File: config.mk
export PLATFORM = sky130hd
export DESIGN_NAME = hex_display_bank
export DESIGN_NICKNAME = d
export VERILOG_FILES = /design/src/rtl/hex_display_bank.sv
export SDC_FILE = /design/constraint.sdc
export NUM_CORES = 1
export LEC_CHECK = 0
export ABC_AREA = 1
export BUFFER_PORTS_ARGS = -buffer_cell sky130_fd_sc_hd__buf_2
export CORE_ASPECT_RATIO = 0.8
export CORE_MARGIN = 3
export CORE_UTILIZATION = 45
export DETAILED_ROUTE_END_ITERATION = 10
export PLACE_DENSITY = 0.78
export SETUP_SLACK_MARGIN = 0.1
export SLEW_MARGIN = 20
export SYNTH_ARGS = -nofsm -noshare
export SYNTH_HDL_FRONTEND = slang
export SYNTH_SLANG_ARGS = --single-unit
File: constraint.sdc
create_clock -name clk -period 2.82 [get_ports clk]
set_input_delay 0 -clock clk [delete_from_list [all_inputs] [get_ports clk]]
set_output_delay 0 -clock clk [all_outputs]
set_load 0.03 [all_outputs]
File: src/rtl/hex_display_bank.sv
// hex_display_bank: seven-segment display engine for a bank of HEX digits.
// Hex loads take effect immediately. Decimal loads go through a double-dabble
// converter that handles one input bit per cycle, followed by a latch cycle.
module hex_display_bank #(
  parameter int DIGITS = 8,
  parameter int WIDTH  = 18
) (
  input  logic                  clk,
  input  logic                  rst,
  input  logic [WIDTH-1:0]      value,
  input  logic                  load,
  input  logic                  dec_mode,
  input  logic                  blank_lz,
  output logic                  busy,
  output logic                  done,
  output logic                  overflow,
  output logic [7*DIGITS-1:0]   hex_segs
);

  localparam int NB = 4 * DIGITS;
  localparam int CW = $clog2(WIDTH + 1);

  typedef enum logic [1:0] {IDLE, SHIFT, LATCH} state_t;

  state_t              state_q, state_d;
  logic [WIDTH-1:0]    shift_q, shift_d;
  logic [NB-1:0]       bcd_q, bcd_d;
  logic [CW-1:0]       cnt_q, cnt_d;
  logic                ovf_flag_q, ovf_flag_d;
  logic                blank_q, blank_d;
  logic [7*DIGITS-1:0] segs_q, segs_d;
  logic                overflow_q, overflow_d;
  logic                done_q, done_d;

  logic [NB-1:0]       hex_nib;
  logic                hex_ovf;
  logic [NB-1:0]       bcd_adj;

  // Active-low gfedcba glyph for one hex nibble.
  function automatic logic [6:0] seg7(input logic [3:0] n);
    logic [6:0] s;
    case (n)
      4'h0: s = 7'b1000000;
      4'h1: s = 7'b1111001;
      4'h2: s = 7'b0100100;
      4'h3: s = 7'b0110000;
      4'h4: s = 7'b0011001;
      4'h5: s = 7'b0010010;
      4'h6: s = 7'b0000010;
      4'h7: s = 7'b1111000;
      4'h8: s = 7'b0000000;
      4'h9: s = 7'b0010000;
      4'hA: s = 7'b0001000;
      4'hB: s = 7'b0000011;
      4'hC: s = 7'b1000110;
      4'hD: s = 7'b0100001;
      4'hE: s = 7'b0000110;
      default: s = 7'b0001110;
    endcase
    return s;
  endfunction

  // Builds the whole bank. Overflow turns every digit into a dash. Otherwise,
  // with blanking on, digits above the first nonzero one are dark, but digit 0
  // always lights.
  function automatic logic [7*DIGITS-1:0] render(input logic [NB-1:0] nib,
                                                 input logic          ovf,
                                                 input logic          blank);
    logic [7*DIGITS-1:0] r;
    logic                seen;
    logic [3:0]          d;
    r    = '1;
    seen = 1'b0;
    for (int i = DIGITS - 1; i >= 0; i--) begin
      d = nib[4*i +: 4];
      if (d != 4'd0) seen = 1'b1;
      if (ovf)                               r[7*i +: 7] = 7'b0111111;
      else if (blank && !seen && (i != 0))   r[7*i +: 7] = 7'b1111111;
      else                                   r[7*i +: 7] = seg7(d);
    end
    return r;
  endfunction

  // Zero-extend or truncate value into one nibble per digit for hex display.
  for (genvar gi = 0; gi < NB; gi++) begin : g_ext
    if (gi < WIDTH) begin : g_bit
      assign hex_nib[gi] = value[gi];
    end else begin : g_zero
      assign hex_nib[gi] = 1'b0;
    end
  end

  // Hex overflow means the value has set bits that no digit can show.
  if (WIDTH > NB) begin : g_hex_ovf
    assign hex_ovf = |value[WIDTH-1:NB];
  end else begin : g_no_hex_ovf
    assign hex_ovf = 1'b0;
  end

  // Double-dabble correction: add 3 to each BCD nibble of 5 or more before shifting.
  for (genvar gi = 0; gi < DIGITS; gi++) begin : g_adj
    assign bcd_adj[4*gi +: 4] = (bcd_q[4*gi +: 4] >= 4'd5) ? (bcd_q[4*gi +: 4] + 4'd3)
                                                            : bcd_q[4*gi +: 4];
  end

  // State and datapath registers. Reset clears them asynchronously.
  always_ff @(posedge clk or posedge rst) begin
    if (rst) begin
      state_q    <= IDLE;
      shift_q    <= '0;
      bcd_q      <= '0;
      cnt_q      <= '0;
      ovf_flag_q <= 1'b0;
      blank_q    <= 1'b0;
      segs_q     <= '1;
      overflow_q <= 1'b0;
      done_q     <= 1'b0;
    end else begin
      state_q    <= state_d;
      shift_q    <= shift_d;
      bcd_q      <= bcd_d;
      cnt_q      <= cnt_d;
      ovf_flag_q <= ovf_flag_d;
      blank_q    <= blank_d;
      segs_q     <= segs_d;
      overflow_q <= overflow_d;
      done_q     <= done_d;
    end
  end

  // Next-state logic: hex loads in IDLE, one conversion bit per SHIFT cycle, publish in LATCH.
  always_comb begin
    state_d    = state_q;
    shift_d    = shift_q;
    bcd_d      = bcd_q;
    cnt_d      = cnt_q;
    ovf_flag_d = ovf_flag_q;
    blank_d    = blank_q;
    segs_d     = segs_q;
    overflow_d = overflow_q;
    done_d     = 1'b0;
    case (state_q)
      IDLE: begin
        if (load) begin
          if (dec_mode) begin
            shift_d    = value;
            bcd_d      = '0;
            ovf_flag_d = 1'b0;
            blank_d    = blank_lz;
            cnt_d      = CW'(WIDTH);
            state_d    = SHIFT;
          end else begin
            segs_d     = render(hex_nib, hex_ovf, blank_lz);
            overflow_d = hex_ovf;
            done_d     = 1'b1;
          end
        end
      end
      SHIFT: begin
        bcd_d   = {bcd_adj[NB-2:0], shift_q[WIDTH-1]};
        shift_d = shift_q << 1;
        // A carry out of the top digit means the value needs more digits than the bank has.
        if (bcd_adj[NB-1]) ovf_flag_d = 1'b1;
        cnt_d = cnt_q - CW'(1);
        if (cnt_q == CW'(1)) state_d = LATCH;
      end
      LATCH: begin
        segs_d     = render(bcd_q, ovf_flag_q, blank_q);
        overflow_d = ovf_flag_q;
        done_d     = 1'b1;
        state_d    = IDLE;
      end
      default: state_d = IDLE;
    endcase
  end

  assign busy     = (state_q != IDLE);
  assign done     = done_q;
  assign overflow = overflow_q;
  assign hex_segs = segs_q;

endmodule

### Word level (Yosys, flattened, before mapping)

Memories as Yosys holds them, arrays and structs flattened.
Cells that the tools add are included.

| word-level totals | value |
|---|---|
| memories | 16 |
| register bits after elaboration | 117 |
| bits of input ports | 23 |
| bits in read-only memories | 1792 |
| output and inout bits | 59 |
| word-level logic and storage cells | 191 |

| operators by class | value |
|---|---|
| magnitude comparators | 8 |
| equal/unequal tests | 8 |
| multiplexer cells | 93 |
| reduce and logical (&&, ||, !) cells | 48 |
| add/subtract/negate cells | 9 |

Memories:

| memory | depth | width | read ports | clocked after memory_dff | write ports | line | source |
|---|---|---|---|---|---|---|---|
| (no name shown) | 16 | 7 | 1 | 0 | 0 | 42 | `case (n)` |
| (no name shown) | 16 | 7 | 1 | 0 | 0 | 42 |  |
| (no name shown) | 16 | 7 | 1 | 0 | 0 | 42 |  |
| (no name shown) | 16 | 7 | 1 | 0 | 0 | 42 |  |
| (no name shown) | 16 | 7 | 1 | 0 | 0 | 42 |  |
| (no name shown) | 16 | 7 | 1 | 0 | 0 | 42 |  |
| 10 more memories | -- | -- | -- | -- | -- | -- |  |

Operators by type and width:

| kind | number |
|---|---|
| $mux 7 | 22 |
| $mux 56 | 2 |
| $pmux 56 s2 | 1 |
| $mux 32 | 2 |
| $pmux 32 s2 | 1 |
| $mux 1 | 44 |
| $reduce_bool 4->1 | 11 |
| $mux 18 | 2 |
| $pmux 18 s2 | 1 |
| $add 4x2->4 const B | 8 |
| $ge 4x3->1 const B | 8 |
| $mux 4 | 8 |
| $logic_and 1x1->1 | 14 |
| $logic_not 1->1 | 14 |
| $reduce_and 3->1 | 4 |
| $mux 5 | 2 |
| $ne 2x2->1 const B | 5 |
| $pmux 5 s2 | 1 |
| $mux 2 | 3 |
| $pmux 1 s2 | 3 |
| $reduce_bool 2->1 | 3 |
| $eq 5x1->1 const B | 1 |
| $sub 5x1->5 const B | 1 |
| $pmux 2 s2 | 1 |
| 4 further kinds | 4 |

### Logic depth before layout (Yosys ltp)

Gate-level depths: netlist of the first run.

| logic depth | value |
|---|---|
| word-level depth | 31 |
| depth in mapped cells | 12 |
| gate-level depth less buffers | 12 |

### Worst setup path after synthesis of the first run

OpenSTA, ideal clock, no wires.

| timing | value |
|---|---|
| path kind | reg2reg |
| start point | register bcd_q[28] |
| end point | register segs_q[13] (netlist: hex_segs[13]) |
| cell stages (with the launch flop) | 13 |
| path buffers | 0 |
| required time | 2752 ps |
| setup slack | 1114 ps |
| arrival | 1638 ps |
| setup time | 68 ps |
| period minus slack after synthesis | 1706 ps |
| path through | dfrtp_1 > inv_1 > ha_1 > nand2_1 > inv_1 > nand2_4 > nor2_8 > nand3_4 > nor2_8 > nand3_4 > nand2_2 > nand2_2 > a21oi_2 |

| on the way | value |
|---|---|
| cells in the longest elaborated chain, start to end | 20 |

Ends and longest elaborated chain:

| element | line | source |
|---|---|---|
| start: declaration | 27 | `logic [NB-1:0] bcd_q, bcd_d;` |
| start signal: assignment | 111 | `bcd_q <= '0;` |
| start signal: assignment | 121 | `bcd_q <= bcd_d;` |
| $reduce_bool 4->1 | 76 | `if (d != 4'd0) seen = 1'b1;` |
| $mux 1 | 76 |  |
| $mux 1 | 142 | `case (state_q)` |
| $mux 1 | 76 |  |
| $mux 1 | 142 |  |
| $mux 1 | 76 |  |
| $mux 1 | 142 |  |
| $mux 1 | 76 |  |
| (+4 left out) | -- |  |
| $mux 1 | 142 |  |
| $mux 1 | 76 |  |
| $mux 1 | 142 |  |
| $logic_not 1->1 | 78 | `else if (blank && !seen && (i != 0)) r[7*i +: 7] = 7'b1111111;` |
| $logic_and 1x1->1 | 78 |  |
| $mux 7 | 78 |  |
| $mux 7 | 77 | `if (ovf) r[7*i +: 7] = 7'b0111111;` |
| $pmux 56 s2 | 142 |  |
| end signal: assignment | 125 | `segs_q <= segs_d;` |
| end: declaration | 31 | `logic [7*DIGITS-1:0] segs_q, segs_d;` |

No other way between the ends. The select of a mux whose other input is x is not followed.
A chain may end at the register's enable or synchronous reset.

### Worst setup path after layout of the first run

| timing | value |
|---|---|
| start point | register state_q[0] |
| end point | register segs_q[25] (netlist: hex_segs[25]) |

| on the way | value |
|---|---|
| cells in the longest elaborated chain, start to end | 3 |
| elaborated cells on any way between the ends | 7 |
| classes of those cells | 3 x eq/ne; 1 x mux; 3 x reduce/logical |

Ends and longest elaborated chain:

| element | line | source |
|---|---|---|
| start: declaration | 25 | `state_t state_q, state_d;` |
| start signal: assignment | 119 | `state_q <= state_d;` |
| $eq 2x2->1 / $logic_not 2->1 (equally long branches) | 142 |  |
| $reduce_bool 2->1 (no source line) / $ne 2x2->1 (equally long branches) | -- |  |
| $reduce_and 3->1 (no source line) | -- |  |

Parallel ways exist; a longest one is shown, timed or not.

==> flow_summary.ini, run 1 <==
[status]
status = finished clean

[global_route]
grt_pass1_wl_um = 39100
antenna_found_initial = 0
use_met3_pct = 7.02
gr-usage-met2_pct = 35.3
grtUsageMet1_pct = 33.4
grt_max_degree = 47
grtUsageTotal_pct = 23.5
grt_pass1_vias = 7627
busiest_layer = met2
grt-ovfl-total = 0

[setup_path]
cp-end-kind = register
startpoint_type = register
slowest_delay_ns = 0.43
cp_max_fo = 29
cp.arrival_ns = 2.52
crit_type = register to register
cp_common_cell = inv_2
crit_required_ns = 3.15
r2r_cells = 7
crit_path_cell_trace = inv_2 > nand2_2 > inv_2 > nor2_4 > inv_2 > o21ai_0 > o21ai_0
endpoint = hex_segs[25]$_DFFE_PP1P_
r2r_slack_ns = 0.63
cp_slowest_cell = inv_2
r2r_end = hex_segs[25]$_DFFE_PP1P_
r2r_start = state_q[0]$_DFFE_PP0P_
critical_path.startpoint = state_q[0]$_DFFE_PP0P_

[timing]
fin_skew_ns = 0.00749
setup_viol = 0
slew_violations = 0
hold_viol = 0
finalCritPeriodShare_pct = 77.6
worst_pin_slew_ns = 0.810
layout_min_cycle_time_ns = 2.19
tns_ns = 0
rsz0062_at_grt = no
relSlewSlack_pct = 45.9
fmax_mhz = 457

[placement]
placed_cell_area_mm2 = 0.00905
dp_hpwl_um = 16800
gp_congestion = 0.938
io_buffers = 81
numPlacedInstances = 1406

[drt]
drt-pass1-iter-count = 5
drtIter0Drc = 685
num_vias = 8081
detail-route-antenna-nets = 0
vias_per_cell = 5.58
totalWireLength_um = 23600
drc = 0
wire_per_inst_um = 16.3

[die]
fp.coreArea_mm2 = 0.0183
io_pins = 82
die_y_um = 129
die_w_um = 159
die_area_mm2 = 0.0205
num_rows = 44
start_util_pct = 46.3

[yosys]
synth-async-reset-ratio_pct = 100
yosysTopAreaCell = dfrtp_1
synth_top_area_share_pct = 18.0
synth_edf_count = 0
syn_inst = 1110
ys_warn_count = 0
yosys_register_bits = 117
synth.area.top_cells = dfrtp_1, dfstp_2, ha_1, nand2_1, o21ai_0
avgSynthCellArea_um2 = 7.63
synth.net_count = 1206
synth_cell_types = 58
seq_area_frac_synth_pct = 35.4
synth_flop_cell = dfrtp_1
syn_area_mm2 = 0.00847

[pwr]
p_per_area_mw_per_mm2 = 1110
vdd_ir_drop_max_uv = 793
p_leak_uw = 0.00463

[hold_path]
hold_class = input port to register

[final_layout]
seq_area_mm2 = 0.00300
final_cell_area_mm2 = 0.00982
drive_above_1_share_pct = 18.4
nFillCells = 1709
diodes = 0
fin_nets = 1278
area_growth_syn_to_layout_pct = 16.0
multi_input_area_mm2 = 0.00476
fin_util_pct = 53.8
layout.cells.non_filler = 1448

[cts]
clk_path_buf_depth = 2
clk_pin_slew_ns = 0.06
cts_max_level = 4
clk_latency_ns = 0.42
cts_root_buffer = clkbuf_16
cts_inserted_buffers = 17
cts_sinks = 117
cts_resized = 0
tritoncts = done

[job]
cap_violations = 0
cell type report:
class | instances | share of cell area (%)
multi-input cells | 826 | 48.4
flip-flops and latches | 117 | 30.5
repair buffers | 103 | 6.44
inverters | 117 | 4.57
clock buffers | 18 | 4.47
well taps | 253 | 3.22
clock inverters | 14 | 2.34
how the worst min path moves through the flow:
| stage | start | end | slack [ns] | depth (start not counted) |
|---|---|---|---|---|
| floorplan | value[12] | shift_q[12]$_DFFE_PP0P_ | 0.17 | 2 |
| global placement | rst | bcd_q[23]$_DFFE_PP0P_ | 0.18 | 2 |
| detailed placement | rst | bcd_q[23]$_DFFE_PP0P_ | 0.18 | 2 |
| CTS | value[17] | shift_q[17]$_DFFE_PP0P_ | 0.004 | 3 |
| global route | value[11] | shift_q[11]$_DFFE_PP0P_ | 0.03 | 3 |
| finish | value[8] | shift_q[8]$_DFFE_PP0P_ | 0.02 | 3 |
synthesized netlist by cell type (all sizes together) (2+ instances only):
cell type	count
nand2	252
inv	113
o21ai	107
nor2	98
nand3	93
ha	73
dfrtp	61
dfstp	56
a21oi	54
buf	34
o22ai	30
o211ai	23
nor3	19
clkbuf	16
nand4	15
xor2	8
o32ai	7
o2111ai	6
o221ai	6
a22o	5
a31oi	5
clkinv	4
or2	4
a211oi	3
a221oi	2
a22oi	2
a32oi	2
nand3b	2
o31ai	2
layout by cell type, fill, tap and decap left out, drive strengths merged, types with 8 or more instances in the layout:
master and n:
dfstp 56, clkinv 10, nor3 19, dlygate4sd3 10, o211ai 23, xor2 8
nand2 252, nand4 15, ha 73, o21ai 107, nor2 98, o22ai 30
inv 113, nand3 93, a21oi 54, clkbuf 18, dfrtp 61, buf 93
worst max-delay path, delay by kind of cell (launching register included):
family | cells | cell delay, ns
compound gates | 2 | 0.45
buf+inv | 3 | 0.87
simple gates | 2 | 0.34
flops | 1 | 0.42
through the flow:
step                hold WS (ns)  total power (uW)  setup slack (ns)
CTS                      0.00409             10900             0.740
detailed placement         0.184              8320             0.737
finish                    0.0219             10900             0.632
global placement           0.179              8240             0.794
floorplan                  0.166              7010              1.11
global route              0.0271             11700             0.495
kinds of logic after synthesis:
logic type,count (synthesis),synth area share [%]
AOI/OAI and AO/OA,260,18.5
xor gates and xnor gates,8,0.827
adders and majority gates,73,10.8
buffers and inverters,167,8.49
DFF,117,35.4
muxes,1,0.118
and+or+nand+nor,484,25.9
repair_timing:
action / 4_1_cts / 5_1_grt
hold buffers: 10 / 0
endpoints found under the hold margin: 30 / 0
buffers inserted: 0 / 0
state kept, by name (all words and copies together) (netlist names):
name,flops
cnt_q,5
overflow,1
shift_q,18
blank_q,1
bcd_q,32
ovf_flag_q,1
done,1
state_q,2
hex_segs,56
power by group:
part | internal [uW] | switching, uW
Combinational | 1610 | 3410
Clock | 1680 | 818
Sequential | 2680 | 717
metal layers:
metal / vias to the layer above / routed length (um)
met2: 338 / 10100
li1: 3916 / -
met3: 35 / 2240
met4: 0 / 353
met1: 3792 / 10900
met5: - / 0
No activity file was read; power rests on OpenSTA's default activity.
==> inputs of run 2 (changes only) <==
- ABC_AREA: 1 -> 0
- PLACE_DENSITY: 0.78 -> 0.75
- clock period: 2.82 -> 2.1 ns (I/O delays scaled with it)
==> flow_summary.ini, run 2 <==
[cts]
clk_pin_slew_ns = 0.06
cts_max_level = 4
postCtsSetupBuffers = 0
clk_latency_ns = 0.43
clk_path_buf_depth = 2
cts_root_buffer = clkbuf_16
tritoncts = done
cts_sinks = 117
cts_inserted_buffers = 17

[drt]
wire_per_inst_um = 18.4
num_vias = 7881
met2_length_um = 10500
drc = 0
top_layer = met4
vias_per_cell = 5.93
detail-route-antenna-nets = 0
totalWireLength_um = 24500
wl_met1_um = 12000
wl_met3_um = 1660
drt-pass1-iter-count = 5
drtIter0Drc = 685

[final_layout]
fin_nets = 1158
layout_commonest_cell = buf_2
diodes = 0
drive_above_1_share_pct = 27.1
largest_reg_flops = 56
final_cell_area_mm2 = 0.0104
area_growth_syn_to_layout_pct = 20.3
layout_common_cells = buf_2, o21ai_0, nand2_1, ha_1, buf_4
nFillCells = 1624

[setup_path]
r2r_slack_ns = 0.21
critical_path.startpoint = bcd_q[13]$_DFFE_PP0P_
crit_type = register to register
cp-end-kind = register
r2r_start = bcd_q[13]$_DFFE_PP0P_
cp.arrival_ns = 2.25
endpoint = hex_segs[7]$_DFFE_PP1P_
startpoint_type = register
cp_max_fo = 5
crit_required_ns = 2.46
r2r_end = hex_segs[7]$_DFFE_PP1P_
r2r_cells = 7

[die]
num_rows = 44
fp.coreArea_mm2 = 0.0184
start_util_pct = 46.7
die_area_mm2 = 0.0209
die_y_um = 130
io_pins = 82
die_w_um = 161

[pwr]
p_per_area_mw_per_mm2 = 1590
total_power_uw = 16500
p_leak_uw = 0.00459
vdd_ir_drop_max_uv = 900

[timing]
setup_slack_ns = 0.211
rsz0062_at_grt = no
fmax_mhz = 529
fin_skew_ns = 0.00660
tns_ns = 0
finalCritPeriodShare_pct = 89.9
relSlewSlack_pct = 37.0
worst_pin_slew_ns = 0.941
setup_viol = 0
layout_min_cycle_time_ns = 1.89
hold_viol = 0
slew_violations = 0

[job]
cap_violations = 0

[yosys]
synth.area.top_cells = dfrtp_1, dfstp_2, ha_1, o21ai_0, mux2i_1
seq_area_frac_synth_pct = 34.8
synth_flop_cell = dfrtp_1
yosysTopAreaCell = dfrtp_1
synth-async-reset-ratio_pct = 100
ys_warn_count = 0
yosys_register_bits = 117
synth_cell_types = 68
synth.most_common_cell = o21ai_0
avgSynthCellArea_um2 = 8.96
syn_area_mm2 = 0.00862
synth_edf_count = 0
synth_top_area_share_pct = 17.7
synth_commonest_cells = o21ai_0, ha_1, nand2_1, clkbuf_1, nor2_1
synth.net_count = 1058
syn_inst = 962

[placement]
io_buffers = 81
preCtsSetupSlack_ns = -0.00825
dp_hpwl_um = 17400
gp_congestion = 0.917
placed_cell_area_mm2 = 0.00964

[global_route]
antenna_found_initial = 0
grt-ovfl-total = 0
grt_pass1_wl_um = 39700
grt_pass1_vias = 7342
grtUsageTotal_pct = 23.7
grt_max_degree = 41

[status]
status = finished clean

[hold_path]
hold_class = input port to register
==> run 2: layout make-up <==
type	count	area [um^2]	share of cell area, %
tap	253	317	3.05
timing repair buffer	160	1070	10.3
inverter	48	184	1.77
multi-input combinational	718	5210	50.3
sequential	117	3000	28.9
clock inverter	8	97.6	0.941
clock buffer	24	492	4.74
==> run 2: kinds of logic (layout without fill, tap and decap cells) <==
logic type | after synthesis | after routing | share of synthesized area (%)
compound gates | 292 | 292 | 22.6
simple gates | 283 | 283 | 17.0
buf+inv | 127 | 240 | 5.76
flops | 117 | 117 | 34.8
fa+ha+maj | 73 | 73 | 10.6
mux | 55 | 55 | 7.75
xor+xnor | 15 | 15 | 1.52
==> run 2: metal layers <==
metal	vias to the layer above	track usage, %
li1	3695	-
met1	3844	35.3
met2	310	35.3
met3	32	4.44
met4	0	6.63
met5	-	0
==> run 2: how the worst min path moves through the flow <==
| stage | slack [ns] | depth (start not counted) | to | from |
|---|---|---|---|---|
| after floorplan | 0.11 | 2 | blank_q$_DFFE_PP0P_ | blank_lz |
| after global placement | 0.17 | 2 | done$_DFF_PP0_ | rst |
| after detailed placement | 0.17 | 2 | done$_DFF_PP0_ | rst |
| after CTS | 0.02 | 3 | shift_q[6]$_DFFE_PP0P_ | value[6] |
| after global routing | 0.07 | 3 | shift_q[6]$_DFFE_PP0P_ | value[6] |
| final | 0.02 | 3 | shift_q[6]$_DFFE_PP0P_ | value[6] |
==> run 2: timing repair <==
action,CTS,global route
resized for setup,5,11
hold buffers,8,0
endpoints found under the hold margin,30,0
pin swaps,0,0
endpoints found under the setup margin,15,26
gates cloned,0,0
==> run 2: stage by stage <==
step | std cells | util (%) | hold WS, ns
finish | 1328 | 56.2 | 0.0234
global route | 1328 | 56.2 | 0.0707
CTS | 1328 | 56.0 | 0.0196
detailed placement | 1288 | 52.3 | 0.167
global placement | 1288 | 52.3 | 0.168
floorplan | 962 | - | 0.105
==> run 2: power breakdown <==
part / internal (uW) / switching [uW] / leakage (uW) / total, uW
Sequential: 3700 / 820 / 0.00135 / 4520
Combinational: 3540 / 5540 / 0.00295 / 9080
Clock: 1860 / 1060 / 0.000282 / 2930
==> run 2: critical path: stages (launching register included) <==
cell and delay [ns]:
dfrtp_1 0.37, inv_1 0.13, ha_1 0.25, nor3b_2 0.25, and3_2 0.31, a41oi_2 0.19
buf_4 0.20, a31oi_1 0.12
